==> config.mk <==
export PLATFORM = sky130hd
export DESIGN_NAME = ring_nic_flat
export DESIGN_NICKNAME = d
export VERILOG_FILES = /design/src/rtl/ring_nic_pkg.sv /design/src/rtl/ring_nic_if.sv /design/src/rtl/ring_nic_chan_buf.sv /design/src/rtl/ring_nic.sv /design/src/flat_wrapper.sv
export SDC_FILE = /design/constraint.sdc
export NUM_CORES = 1
export LEC_CHECK = 0
export CORE_UTILIZATION = 41
export DETAILED_ROUTE_END_ITERATION = 16
export GPL_TIMING_DRIVEN = 0
export PLACE_DENSITY = 0.84
export SYNTH_ARGS = -nofsm -noshare
export SYNTH_HDL_FRONTEND = slang
export SYNTH_SLANG_ARGS = --single-unit
==> constraint.sdc <==
create_clock -name clk -period 1.8 [get_ports clk]
set_input_delay 0.45 -clock clk [delete_from_list [all_inputs] [get_ports clk]]
set_output_delay 0.45 -clock clk [all_outputs]
set_load 0.05 [all_outputs]
==> src/rtl/ring_nic_pkg.sv <==
// ring_nic_pkg
// Shared constants and types for the ring NIC: packet geometry, the
// processor register map and the two-state channel buffer encoding.
package ring_nic_pkg;

    localparam int PKT_W  = 64;   // packet width
    localparam int ADDR_W = 2;    // processor register address width
    localparam int VC_BIT = 63;   // virtual-channel bit inside a packet

    localparam logic [ADDR_W-1:0] ADDR_IN_BUF   = 2'd0;
    localparam logic [ADDR_W-1:0] ADDR_IN_STAT  = 2'd1;
    localparam logic [ADDR_W-1:0] ADDR_OUT_BUF  = 2'd2;
    localparam logic [ADDR_W-1:0] ADDR_OUT_STAT = 2'd3;

    typedef enum logic {
        EMPTY = 1'b0,
        FULL  = 1'b1
    } chan_state_e;

endpackage

==> src/rtl/ring_nic_if.sv <==
// ring_nic_if
// Bundles the processor register bus and the router PE channel pair of the
// ring NIC.
//   Processor side : nicEn, nicWrEn, addr, d_in (to NIC), d_out (from NIC)
//   Router side    : net_polarity, net_ro, net_si, net_di (to NIC),
//                    net_so, net_do, net_ri (from NIC)
// The slave modport is the NIC's view; master is the PE/router environment.
interface ring_nic_if;
    import ring_nic_pkg::*;

    logic              nicEn;
    logic              nicWrEn;
    logic [ADDR_W-1:0] addr;
    logic [PKT_W-1:0]  d_in;
    logic [PKT_W-1:0]  d_out;

    logic              net_polarity;
    logic              net_so;
    logic              net_ro;
    logic [PKT_W-1:0]  net_do;
    logic              net_si;
    logic              net_ri;
    logic [PKT_W-1:0]  net_di;

    modport slave (
        input  nicEn, nicWrEn, addr, d_in,
        input  net_polarity, net_ro, net_si, net_di,
        output d_out, net_so, net_do, net_ri
    );

    modport master (
        output nicEn, nicWrEn, addr, d_in,
        output net_polarity, net_ro, net_si, net_di,
        input  d_out, net_so, net_do, net_ri
    );

endinterface

==> src/rtl/ring_nic_chan_buf.sv <==
// nic_chan_buf
// Single-entry packet buffer with an EMPTY/FULL state machine.
//   clk, reset : clock, synchronous active-low reset
//   i_load     : offer i_data; accepted only while EMPTY
//   i_unload   : drain the entry; honoured only while FULL
//   i_data     : data to load
//   o_full     : buffer holds a packet
//   o_data     : stored packet (keeps its last value after an unload)
module nic_chan_buf
    import ring_nic_pkg::*;
#(
    parameter int W = PKT_W
)
(
    input  logic         clk,
    input  logic         reset,
    input  logic         i_load,
    input  logic         i_unload,
    input  logic [W-1:0] i_data,
    output logic         o_full,
    output logic [W-1:0] o_data
);

    chan_state_e  r_state;
    chan_state_e  w_next;
    logic         w_load_acc;
    logic [W-1:0] r_data;

    always_ff @(posedge clk) begin
        if (!reset) begin
            r_state <= EMPTY;
        end else begin
            r_state <= w_next;
        end
    end

    always_ff @(posedge clk) begin
        if (!reset) begin
            r_data <= '0;
        end else if (w_load_acc) begin
            r_data <= i_data;
        end
    end

    // Load and unload are mutually exclusive by state, so a drained entry
    // cannot be refilled in the same cycle.
    always_comb begin
        w_next     = r_state;
        w_load_acc = 1'b0;
        case (r_state)
            EMPTY: begin
                if (i_load) begin
                    w_load_acc = 1'b1;
                    w_next     = FULL;
                end
            end
            FULL: begin
                if (i_unload) begin
                    w_next = EMPTY;
                end
            end
        endcase
    end

    always_comb begin
        o_full = (r_state == FULL);
        o_data = r_data;
    end

endmodule

==> src/rtl/ring_nic.sv <==
// ring_nic
// Network interface between a processing element and one ring router PE
// port. Processor writes to the output buffer are injected on the router's
// matching polarity; router ejections land in the input buffer whenever it
// is empty and are drained by processor reads.
//   clk   : clock
//   reset : synchronous active-low reset
//   bus   : ring_nic_if.slave (processor register bus + router channels)
module ring_nic
    import ring_nic_pkg::*;
(
    input  logic       clk,
    input  logic       reset,
    ring_nic_if.slave  bus
);

    logic             w_rd;
    logic             w_wr;
    logic             w_out_load;
    logic             w_out_full;
    logic [PKT_W-1:0] w_out_data;
    logic             w_send;
    logic             w_in_load;
    logic             w_in_unload;
    logic             w_in_full;
    logic [PKT_W-1:0] w_in_data;
    logic [PKT_W-1:0] w_dout;

    assign w_rd = bus.nicEn & ~bus.nicWrEn;
    assign w_wr = bus.nicEn &  bus.nicWrEn;

    assign w_out_load  = w_wr & (bus.addr == ADDR_OUT_BUF);
    assign w_in_unload = w_rd & (bus.addr == ADDR_IN_BUF);

    // A packet may only enter the ring on the cycle whose polarity matches
    // its VC bit; a reset cycle never sends because the buffer is discarded.
    assign w_send = reset & w_out_full & bus.net_ro &
                    (w_out_data[VC_BIT] == bus.net_polarity);

    assign w_in_load = bus.net_si & ~w_in_full;

    nic_chan_buf #(.W(PKT_W)) u_out_buf (
        .clk      (clk),
        .reset    (reset),
        .i_load   (w_out_load),
        .i_unload (w_send),
        .i_data   (bus.d_in),
        .o_full   (w_out_full),
        .o_data   (w_out_data)
    );

    nic_chan_buf #(.W(PKT_W)) u_in_buf (
        .clk      (clk),
        .reset    (reset),
        .i_load   (w_in_load),
        .i_unload (w_in_unload),
        .i_data   (bus.net_di),
        .o_full   (w_in_full),
        .o_data   (w_in_data)
    );

    always_comb begin
        w_dout = '0;
        if (w_rd) begin
            case (bus.addr)
                ADDR_IN_BUF:   w_dout = w_in_data;
                ADDR_IN_STAT:  w_dout = {{(PKT_W-1){1'b0}}, w_in_full};
                ADDR_OUT_STAT: w_dout = {{(PKT_W-1){1'b0}}, w_out_full};
                default:       w_dout = '0;
            endcase
        end
    end

    assign bus.d_out  = w_dout;
    assign bus.net_so = w_send;
    assign bus.net_do = w_out_data;
    assign bus.net_ri = ~w_in_full;

endmodule
==> src/flat_wrapper.sv <==
// flat-port wrapper written by rule: the top's interface ports become plain ports
module ring_nic_flat import ring_nic_pkg::*;
  (clk, reset, bus_nicEn, bus_nicWrEn, bus_addr, bus_d_in, bus_net_polarity, bus_net_ro, bus_net_si, bus_net_di, bus_d_out, bus_net_so, bus_net_do, bus_net_ri);
  ring_nic_if bus_i ();
  input  logic clk;
  input  logic reset;
  input wire logic [$bits(bus_i.nicEn)-1:0] bus_nicEn;
  input wire logic [$bits(bus_i.nicWrEn)-1:0] bus_nicWrEn;
  input wire logic [$bits(bus_i.addr)-1:0] bus_addr;
  input wire logic [$bits(bus_i.d_in)-1:0] bus_d_in;
  input wire logic [$bits(bus_i.net_polarity)-1:0] bus_net_polarity;
  input wire logic [$bits(bus_i.net_ro)-1:0] bus_net_ro;
  input wire logic [$bits(bus_i.net_si)-1:0] bus_net_si;
  input wire logic [$bits(bus_i.net_di)-1:0] bus_net_di;
  output wire logic [$bits(bus_i.d_out)-1:0] bus_d_out;
  output wire logic [$bits(bus_i.net_so)-1:0] bus_net_so;
  output wire logic [$bits(bus_i.net_do)-1:0] bus_net_do;
  output wire logic [$bits(bus_i.net_ri)-1:0] bus_net_ri;
  assign bus_i.nicEn = bus_nicEn;
  assign bus_i.nicWrEn = bus_nicWrEn;
  assign bus_i.addr = bus_addr;
  assign bus_i.d_in = bus_d_in;
  assign bus_i.net_polarity = bus_net_polarity;
  assign bus_i.net_ro = bus_net_ro;
  assign bus_i.net_si = bus_net_si;
  assign bus_i.net_di = bus_net_di;
  assign bus_d_out = bus_i.d_out;
  assign bus_net_so = bus_i.net_so;
  assign bus_net_do = bus_i.net_do;
  assign bus_net_ri = bus_i.net_ri;
  ring_nic u_core (.clk(clk), .reset(reset), .bus(bus_i));
endmodule
## After elaboration in Yosys (flattened, before gate mapping)

Index checks and enable logic that the tools add are counted.

| cells by class | value |
|---|---|
| equal/unequal tests | 4 |
| bitwise gates (word level) | 11 |
| reduce and logical (&&, ||, !) cells | 1 |
| muxes and demuxes | 10 |

Operator list:

| cell | number |
|---|---|
| $pmux W64 S3 | 1 |
| $mux W64 | 1 |
| $and A1 B1 Y1 | 8 |
| $mux W1 | 6 |
| $eq A2 B2 Y1 const B | 2 |
| $pmux W1 S2 | 2 |
| $not A1 Y1 | 3 |
| $eq A2 B1 Y1 const B | 1 |
| $logic_not A2 Y1 | 1 |
| $eq A1 B1 Y1 | 1 |

| word-level totals | value |
|---|---|
| output and inout bits | 130 |
| bits in registers | 130 |
| word-level logic and storage cells | 30 |

## Logic depth before layout (Yosys ltp)

Gate-level depths: netlist of run 1.

| logic depth | value |
|---|---|
| depth after elaboration | 5 |
| depth in mapped cells | 5 |
| mapped depth without buffers | 3 |

## Cells and area by module

Synthesis of run 1 repeated with hierarchy kept, for this count alone.

| second synthesis, totals | value |
|---|---|
| cells, all modules | 644 |
| area total of the unflattened synthesis | 5813.1 um^2 |

Modules (own cells, without submodules):

| module | times used | cells an instance | area an instance (um^2) |
|---|---|---|---|
| nic_chan_buf | 2 | 281 | 2646.3 |
| ring_nic | 1 | 82 | 520.5 |

## Least setup slack after synthesis of run 1

OpenSTA, ideal clock, no wires.

| path | value |
|---|---|
| path kind | flip-flop to output port |
| start | register u_core.u_out_buf.r_data[63], in the netlist u_core.u_out_buf.o_data[63] |
| end | output port bus_net_so |
| stages on the path, launching flop included | 3 |
| slack | -0.658 ns |
| arrival time | 2.008 ns |
| buffers on the path | 0 |
| cells stage by stage | dfxtp_1 xor2_1 nor3b_1 |

| on the way | value |
|---|---|
| cells in the longest elaborated chain, start to end | 2 |

Ends and longest elaborated chain:

| item | line | text |
|---|---|---|
| start, declared | ring_nic_chan_buf.sv:27 | `logic [W-1:0] r_data;` |
| start signal, assigned | ring_nic_chan_buf.sv:41 | `r_data <= i_data;` |
| $eq A1 B1 Y1 | ring_nic.sv:38 | `(w_out_data[VC_BIT] == bus.net_polarity);` |
| $and A1 B1 Y1 | ring_nic.sv:37 | `assign w_send = reset & w_out_full & bus.net_ro &` |
| end, declared | flat_wrapper.sv:16 | `output wire logic [$bits(bus_i.net_so)-1:0] bus_net_so;` |

Every way passes these cells.

## Worst setup path after layout of run 1

| path | value |
|---|---|
| start | input port bus_nicWrEn |
| end | output port bus_d_out[9] |

| on the way | value |
|---|---|
| cells in the longest elaborated chain, start to end | 3 |

Ends and longest elaborated chain:

| item | line | text |
|---|---|---|
| start, declared | flat_wrapper.sv:8 | `input wire logic [$bits(bus_i.nicWrEn)-1:0] bus_nicWrEn;` |
| $not A1 Y1 | ring_nic.sv:29 | `assign w_rd = bus.nicEn & ~bus.nicWrEn;` |
| $and A1 B1 Y1 | ring_nic.sv:29 |  |
| $mux W64 | ring_nic.sv:64 | `if (w_rd) begin` |
| end, declared | flat_wrapper.sv:15 | `output wire logic [$bits(bus_i.d_out)-1:0] bus_d_out;` |

Every way passes these cells.

==> impl_metrics.tcl, run 1 <==
set metrics [dict create \
    run_status "finished with violations" \
    violations "setup timing" \
    rsz0062_at_grt "yes" \
    max_freq_mhz 504.4 \
    irDropWorstVdd_v 0.0005415 \
    fin_skew_ns 0.006356 \
    clk_latency_ns 0.41 \
    crit_type "in2out" \
    finalSetupViolCount 63 \
    critPathSlowestCell "nor4b_4" \
    core_area_sq_um 12820 \
    synthesis.area_sq_um 5493 \
    max_stage_delay_ns 0.31 \
    gp_congestion 0.7964 \
    grt_max_degree 17 \
    p_leak_nw 4.111 \
    fin_ws_ns -0.1826 \
    wl_per_cell_microns 15.32 \
    design_area_sq_um 9607 \
    worstMarginPinSlew_ns 0.5708 \
    routed_via_density 4.721 \
    arrival_ns 1.53 \
    die_h_microns 117.7 \
    antenna_found_initial 0 \
    grt_pass1_wl_microns 27120 \
    cts.sinks 130 \
    final_util_pct 74.91 \
    routed-via-count 5306 \
    min_path_cells 2 \
    tns_ns -9.327 \
    min_path_type "reg2reg" \
    clock_tree.root_cell "clkbuf_16" \
    ant_nets 0 \
    grt_util_all_layers_pct 24.90 \
    cts_htree_levels 4 \
    dpl_cell_area_sq_um 8457 \
    final_max_slew_viol_count 0 \
    yosysWarnings 0 \
    dieArea_sq_um 13860 \
    overflow 0 \
    final_common_cell "nand2_1" \
    reg2reg_depth 6 \
    final_cell_mix "nand2_1, clkdlybuf4s50_1, dfxtp_1" \
    period_share_pct 110.1 \
    ios 267 \
    clk_pin_slew_ns 0.05 \
    synth.avg_cell_area_sq_um 8.569 \
    fin_nets 1078 \
    drtIter0Drc 223 \
    crit_top_cell "buf_8" \
    num_rows 41 \
    power_mw 7.348 \
    start_kind "primary input" \
    crit_family "buffers and inverters" \
    cts_tree "built" \
    first_pass_iters 6 \
    crit_chain "buf_8 -> nor4b_4 -> buf_6 -> clkbuf_8 -> and2_4 -> buf_8" \
    synth_seq_cells 130 \
    async_reset_ff_share_pct 0 \
    remaining_drc_errors 0 \
    cts_hold_buf 0 \
    postSynthCellCount 641 \
    wirelength_microns 17220 \
    numCtsBuffers 17 \
    die_x_microns 117.7 \
    end_kind "primary output" \
    max_cap_viol_count 0 \
    yosysSeqAreaShare_pct 47.38 \
    start_util_pct 42.83 \
    cp.buffers_inverters 4 \
    hold_viol_final 0 \
    area_delta_synth_final_pct 74.90 \
    fillers 887 \
    final_layout_size_suffix_gt1_share_pct 22.48 \
    syn_nets 778 \
    cp_num_cells 6 \
    grt_pass1_vias 5385 \
    rrSetupSlack_ns 0.35 \
    synth-edff-count 0 \
    slew_headroom_pct 62.10 \
    antenna_cells 0 \
    synth_flop_cell "dfxtp_1" \
    clk_path_buf_depth 2 \
    fin_crit_ns 1.983 \
    required_ns 1.35 \
    yosysUniqueCellTypes 25 \
    io_buffers 266 \
    power_per_cell_area_nw_per_um2 764.9 \
    cp_max_fo 8 \
    dp_hpwl_microns 11720 \
]
## kinds of logic after synthesis
| kind of cell | Yosys count | share of synthesized area (%) |
|---|---|---|
| AOI/OAI and AO/OA | 67 | 9.134 |
| DFF | 130 | 47.38 |
| muxes | 65 | 11.85 |
| and+or+nand+nor | 329 | 26.13 |
| buffers and inverters | 49 | 5.353 |
| xor gates and xnor gates | 1 | 0.1595 |
## layout make-up
cell class | count | area [sq um] | share of cell area, %
inverters | 1 | 3.754 | 0.03907
plain buffers | 48 | 354.1 | 3.686
flip-flops and latches | 130 | 2611 | 27.18
repair buffers | 281 | 3073 | 31.99
multi-input cells | 462 | 2784 | 28.98
clock buffers | 25 | 515.5 | 5.366
clock inverters | 5 | 50.05 | 0.5210
well taps | 172 | 215.2 | 2.240
## final timing paths
check,startpoint,to
max reg2reg,u_core.u_in_buf.o_full,u_core.u_in_buf.o_data[9]
max,bus_nicWrEn,bus_d_out[9]
min,u_core.u_out_buf.o_data[45],u_core.u_out_buf.o_data[45]
min reg2reg,u_core.u_out_buf.o_data[45],u_core.u_out_buf.o_data[45]
## tightest hold or removal path, cell delays in order, from the launching register on
cell and delay (ns):
dfxtp_1 0.30, nand2_1 0.05, mux2i_1 0.05
## metal layers
metal	share of wire, %	vias to the layer above	GRT usage [%]
met3	6.2	46	7.510
met5	0	-	0
met2	50	185	42.83
met4	3.7	0	12.26
met1	40	2434	27.83
li1	-	2641	-
## cell usage after synthesis (2+ instances only)
cell	instances	share of area (%)
nand2_1	257	18
dfxtp_1	130	47
mux2i_1	65	12
a21boi_0	64	8.7
and2_1	63	7.2
clkbuf_1	22	1.5
buf_2	18	1.6
buf_12	4	1.5
nand3_1	2	0.18
## sequential cells by signal (all words and copies together), names as in the netlist
name,count
u_core.u_in_buf.o_full,1
u_core.u_out_buf.o_data,64
u_core.u_in_buf.o_data,64
u_core.u_out_buf.o_full,1
## metrics by stage
step	setup WS (ns)	hold WS, ns	cells
after global routing	-0.1982	0.4646	1124
after global placement	-1.671	0.4408	1079
after CTS	-0.1655	0.4531	1120
after detailed placement	-1.687	0.4467	1079
after floorplan	-0.06405	0.4388	641
final	-0.1826	0.4510	1124
## report_power, final
| group | leakage [nW] | internal (mW) | switching, mW |
|---|---|---|---|
| logic | 2.76 | 0.507 | 0.504 |
| clock network | 0.285 | 2.09 | 1.18 |
| registers | 1.06 | 3.00 | 0.0652 |
## what timing repair did
action,in CTS,in global routing
gates cloned,6,0
setup endpoints to repair,130,69
gates resized for setup,699,19
pin swaps,62,6
buffers inserted,5,4
Note: power is estimated with default switching activity, not from simulation.
==> run 2: changes to the inputs <==
- MAX_ROUTING_LAYER: not set -> met4
==> run 2 against run 1 <==
Against the previous run:
- routed wire length hardly changed
- clock power hardly changed
- design area hardly changed
- the run still ends with setup timing left
==> impl_metrics.tcl, run 2 (synthesis results as in run 1) <==
set metrics [dict create \
    run_status "finished with violations" \
    violations "setup timing" \
    final_max_slew_viol_count 0 \
    irDropWorstVdd_v 0.0005412 \
    place_ws_ns -1.687 \
    start_kind "primary input" \
    r2r_end "u_core.u_in_buf.o_data[9]" \
    design_area_sq_um 9605 \
    fin_cells 1124 \
    reg2reg_depth 6 \
    cp_max_fo 8 \
    fin_crit_ns 1.980 \
    min_path_type "reg2reg" \
    overflow 0 \
    grt_use_met2_pct 42.87 \
    drtIter0Drc 218 \
    worstMarginPinSlew_ns 0.5698 \
    numCtsBuffers 17 \
    routed_via_density 4.714 \
    grt_util_all_layers_pct 25.62 \
    r2r_start "u_core.u_in_buf.o_full" \
    required_ns 1.35 \
    remaining_drc_errors 0 \
    crit_start "bus_nicWrEn" \
    cts_tree "built" \
    p_leak_nw 4.114 \
    gp_congestion 0.8077 \
    whs_ns 0.4516 \
    finalSetupViolCount 63 \
    die_h_microns 117.7 \
    fillers 888 \
    routed-via-count 5298 \
    crit_type "in2out" \
    num_rows 41 \
    final_common_cell "nand2_1" \
    antenna_found_initial 0 \
    clk_pin_slew_ns 0.05 \
    wl_per_cell_microns 15.32 \
    clk_latency_ns 0.41 \
    grt-busiest-layer "met2" \
    final_cell_mix "nand2_1, clkdlybuf4s50_1, dfxtp_1" \
    final_util_pct 74.90 \
    end_kind "primary output" \
    ios 267 \
    ant_nets 0 \
    hold_viol_final 0 \
    io_buffers 266 \
    fin_skew_ns 0.005406 \
    cts_htree_levels 4 \
    antenna_cells 0 \
    clk_path_buf_depth 2 \
    use_met1_pct 28.46 \
    power_mw 7.342 \
    max_cap_viol_count 0 \
    clock_tree.root_cell "clkbuf_16" \
    fin_nets 1078 \
    grt_pass1_vias 5385 \
    cp-endpoint "bus_d_out[9]" \
    area_delta_synth_final_pct 74.87 \
    power_per_cell_area_nw_per_um2 764.3 \
    start_util_pct 42.83 \
    first_pass_iters 6 \
    dp_hpwl_microns 11720 \
    grt_pass1_wl_microns 27120 \
    core_area_sq_um 12820 \
    die_x_microns 117.7 \
    period_share_pct 110.0 \
    dpl_cell_area_sq_um 8457 \
    cts.sinks 130 \
    use_met3_pct 6.395 \
    max_freq_mhz 504.9 \
    arrival_ns 1.53 \
    tns_ns -9.233 \
    rrSetupSlack_ns 0.34 \
    fin_ws_ns -0.1805 \
    grt_max_degree 17 \
    dp.cells 1079 \
    dieArea_sq_um 13860 \
    wirelength_microns 17220 \
    final_layout_size_suffix_gt1_share_pct 22.48 \
    slew_headroom_pct 62.16 \
    rsz0062_at_grt "yes" \
    cts_hold_buf 0 \
]
## run 2: area by class of cell
type / count / area [sq um] / share of cell area [%]
Clock inverter: 5 / 50.05 / 0.5210
Sequential cell: 130 / 2611 / 27.19
Multi-Input combinational cell: 462 / 2784 / 28.98
Buffer: 48 / 354.1 / 3.686
Tap cell: 172 / 215.2 / 2.240
Clock buffer: 25 / 515.5 / 5.367
Inverter: 1 / 3.754 / 0.03908
Timing Repair Buffer: 281 / 3072 / 31.98
## run 2: worst min path at each step
stage | from | to | slack (ns) | depth (start not counted)
after floorplan | u_core.u_in_buf.o_data[10] | u_core.u_in_buf.o_data[10] | 0.44 | 2
after CTS | u_core.u_out_buf.o_data[53] | u_core.u_out_buf.o_data[53] | 0.45 | 2
after global routing | u_core.u_out_buf.o_data[3] | u_core.u_out_buf.o_data[3] | 0.46 | 2
final | u_core.u_out_buf.o_data[45] | u_core.u_out_buf.o_data[45] | 0.45 | 2
after detailed placement | u_core.u_out_buf.o_data[43] | u_core.u_out_buf.o_data[43] | 0.45 | 2
after global placement | u_core.u_out_buf.o_data[50] | u_core.u_out_buf.o_data[50] | 0.44 | 2
## run 2: critical path, cell delays in order
cell	delay, ns
buf_8	0.10
nor4b_4	0.31
buf_6	0.21
clkbuf_8	0.17
and2_4	0.15
buf_8	0.14
## run 2: layer usage
layer | vias up | share of wire [%]
li1 | 2643 | -
met1 | 2429 | 40
met2 | 181 | 50
met3 | 45 | 5.6
met4 | 0 | 3.8
met5 | - | 0
## run 2: power breakdown
group / switching, mW / total (mW) / internal, mW
Sequential: 0.0654 / 3.07 / 3.00
Clock: 1.17 / 3.26 / 2.09
Combinational: 0.505 / 1.01 / 0.507
## run 2: what timing repair did
item	in CTS	in global routing
pin swaps	62	6
setup buffers	5	4
setup endpoints to repair	130	68
hold endpoints to repair	0	0
cloned	6	0
gates resized for setup	699	18
==> run 3: changes to the inputs <==
- MAX_ROUTING_LAYER: met4 -> not set
- clock period: 1.8 -> 2.2 ns (I/O delays scaled with it)
==> run 3 against run 2 <==
Against the previous run:
- the run still ends with setup timing left
- routed wire length decreased by 1.4%
- sequential share of layout area increased by 0.20 points
- worst setup slack better by 0.17 ns
- cell count down 0.44%
- worst hold slack better by 0.0020 ns
- global-route usage down 1.9 points
- clock skew up 0.0036 ns
- combinational power down 18%
- sequential power fell by 18%
- flip-flop and latch count stayed put
- register-to-register slack better by 0.51 ns
==> impl_metrics.tcl, run 3 (synthesis results as in run 1) <==
set metrics [dict create \
    max_freq_mhz 451.5 \
    ios 267 \
    use_met3_pct 7.946 \
    final_max_slew_viol_count 0 \
    area_delta_synth_final_pct 73.03 \
    max_cap_viol_count 0 \
    routed-via-count 5336 \
    slew_headroom_pct 63.74 \
    run_status "finished with violations" \
    cp_max_fo 8 \
    num_rows 41 \
    power_per_cell_area_nw_per_um2 660.5 \
    grt-busiest-layer "met2" \
    grt_use_met2_pct 39.30 \
    overflow 0 \
    final_layout_size_suffix_gt1_share_pct 20.19 \
    cts_hold_buf 0 \
    cp-endpoint "bus_d_out[13]" \
    fin_nets 1072 \
    gp_congestion 0.7794 \
    period_share_pct 100.7 \
    reg2reg_depth 5 \
    drtIter0Drc 194 \
    fin_ws_ns -0.01487 \
    numCtsBuffers 17 \
    place_ws_ns -1.458 \
    die_x_microns 117.7 \
    rrSetupSlack_ns 0.85 \
    grt_pass1_vias 5077 \
    fin_crit_ns 2.215 \
    hold_viol_final 0 \
    die_h_microns 117.7 \
    remaining_drc_errors 0 \
    power_mw 6.278 \
    p_leak_nw 3.761 \
    antenna_found_initial 2 \
    cts_htree_levels 4 \
    wirelength_microns 16990 \
    end_kind "primary output" \
    rsz0062_at_grt "yes" \
    clk_latency_ns 0.42 \
    worstMarginPinSlew_ns 0.5422 \
    wl_per_cell_microns 15.18 \
    cts_tree "built" \
    routed_via_density 4.769 \
    grt_max_degree 17 \
    r2r_start "u_core.u_in_buf.o_full" \
    dp_hpwl_microns 11510 \
    final_cell_mix "nand2_1, clkdlybuf4s50_1, dfxtp_1" \
    min_path_type "reg2reg" \
    grt_pass1_wl_microns 25850 \
    start_kind "primary input" \
    crit_type "in2out" \
    grt_util_all_layers_pct 23.68 \
    required_ns 1.65 \
    core_area_sq_um 12820 \
    violations "setup timing" \
    cts.sinks 130 \
    use_met1_pct 26.17 \
    finalSetupViolCount 1 \
    clk_pin_slew_ns 0.05 \
    crit_start "bus_addr[1]" \
    fin_skew_ns 0.009001 \
    first_pass_iters 4 \
    io_buffers 266 \
    irDropWorstVdd_v 0.0004419 \
    final_common_cell "nand2_1" \
    r2r_end "u_core.u_in_buf.o_data[61]" \
    clk_path_buf_depth 2 \
    ant_nets 0 \
    min_path_cells 2 \
    start_util_pct 42.83 \
    clock_tree.root_cell "clkbuf_16" \
    arrival_ns 1.66 \
    dieArea_sq_um 13860 \
]
-- run 3: cell count changes in the layout (fill, tap and decap cells not counted), moves of 11 or more --
cell	previous run	this run
and2_4	63	49
buf_8	71	54
buf_6	7	25
clkbuf_8	13	2
dlygate4sd2_1	62	3
and2_1	0	14
clkdlybuf4s50_1	130	194
-- run 3: metal layers --
metal	routed length [microns]	share of wire, %
met3	1059	6.2
met5	13	0.077
met1	6753	40
met2	8381	49
met4	781	4.6
-- run 3: report_power, final --
group          internal, mW  total, mW  switching, mW  leakage, nW
combinational         0.421      0.828          0.407         2.40
sequential             2.46       2.51         0.0504         1.06
clock                  1.93       2.94           1.01        0.304
total                  4.81       6.28           1.47         3.76
-- run 3: timing repair --
action / 4_1_cts / 5_1_grt
pin swaps: 2 / 32
gates resized for setup: 502 / 97
gates cloned: 6 / 0
buffers inserted: 2 / 1
endpoints found under the setup margin: 67 / 62
-- run 3: layout make-up --
| class | count | area, sq um |
|---|---|---|
| multi-input cells | 462 | 2724 |
| well taps | 172 | 215.2 |
| plain buffers | 48 | 357.8 |
| inverters | 1 | 3.754 |
| clock buffers | 19 | 452.9 |
| fillers | 945 | 3321 |
| clock inverters | 11 | 161.4 |
| repair buffers | 275 | 2984 |
| diodes | 1 | 2.502 |
| flip-flops and latches | 130 | 2603 |
-- run 3: through the flow --
stage	instances	util [%]	instance area (sq um)	setup TNS [ns]	hold slack, ns
after floorplan	641	-	5498	0	0.4388
after CTS	1117	71.99	9233	0	0.4564
final	1119	74.11	9504	-0.01487	0.4535
after detailed placement	1079	65.31	8376	-88.71	0.4490
after global routing	1119	74.11	9504	-1.542	0.4717
after global placement	1079	65.31	8376	-87.97	0.4422
-- run 3: worst max-delay path, cell delays in order --
cell     delay [ns]
buf_8          0.10
nor4b_4        0.31
buf_6          0.25
buf_8          0.13
and2_1         0.15
buf_6          0.17
-- run 3: worst min-delay path by stage --
| stage | from | to | slack [ns] |
|---|---|---|---|
| 6_report | u_core.u_out_buf.o_data[41] | u_core.u_out_buf.o_data[41] | 0.45 |
| 5_1_grt | u_core.u_out_buf.o_data[14] | u_core.u_out_buf.o_data[14] | 0.47 |
| 4_1_cts | u_core.u_out_buf.o_data[41] | u_core.u_out_buf.o_data[41] | 0.46 |
| 3_5_place_dp | u_core.u_out_buf.o_data[43] | u_core.u_out_buf.o_data[43] | 0.45 |
| 3_3_place_gp | u_core.u_out_buf.o_data[59] | u_core.u_out_buf.o_data[59] | 0.44 |
| 2_1_floorplan | u_core.u_in_buf.o_data[10] | u_core.u_in_buf.o_data[10] | 0.44 |
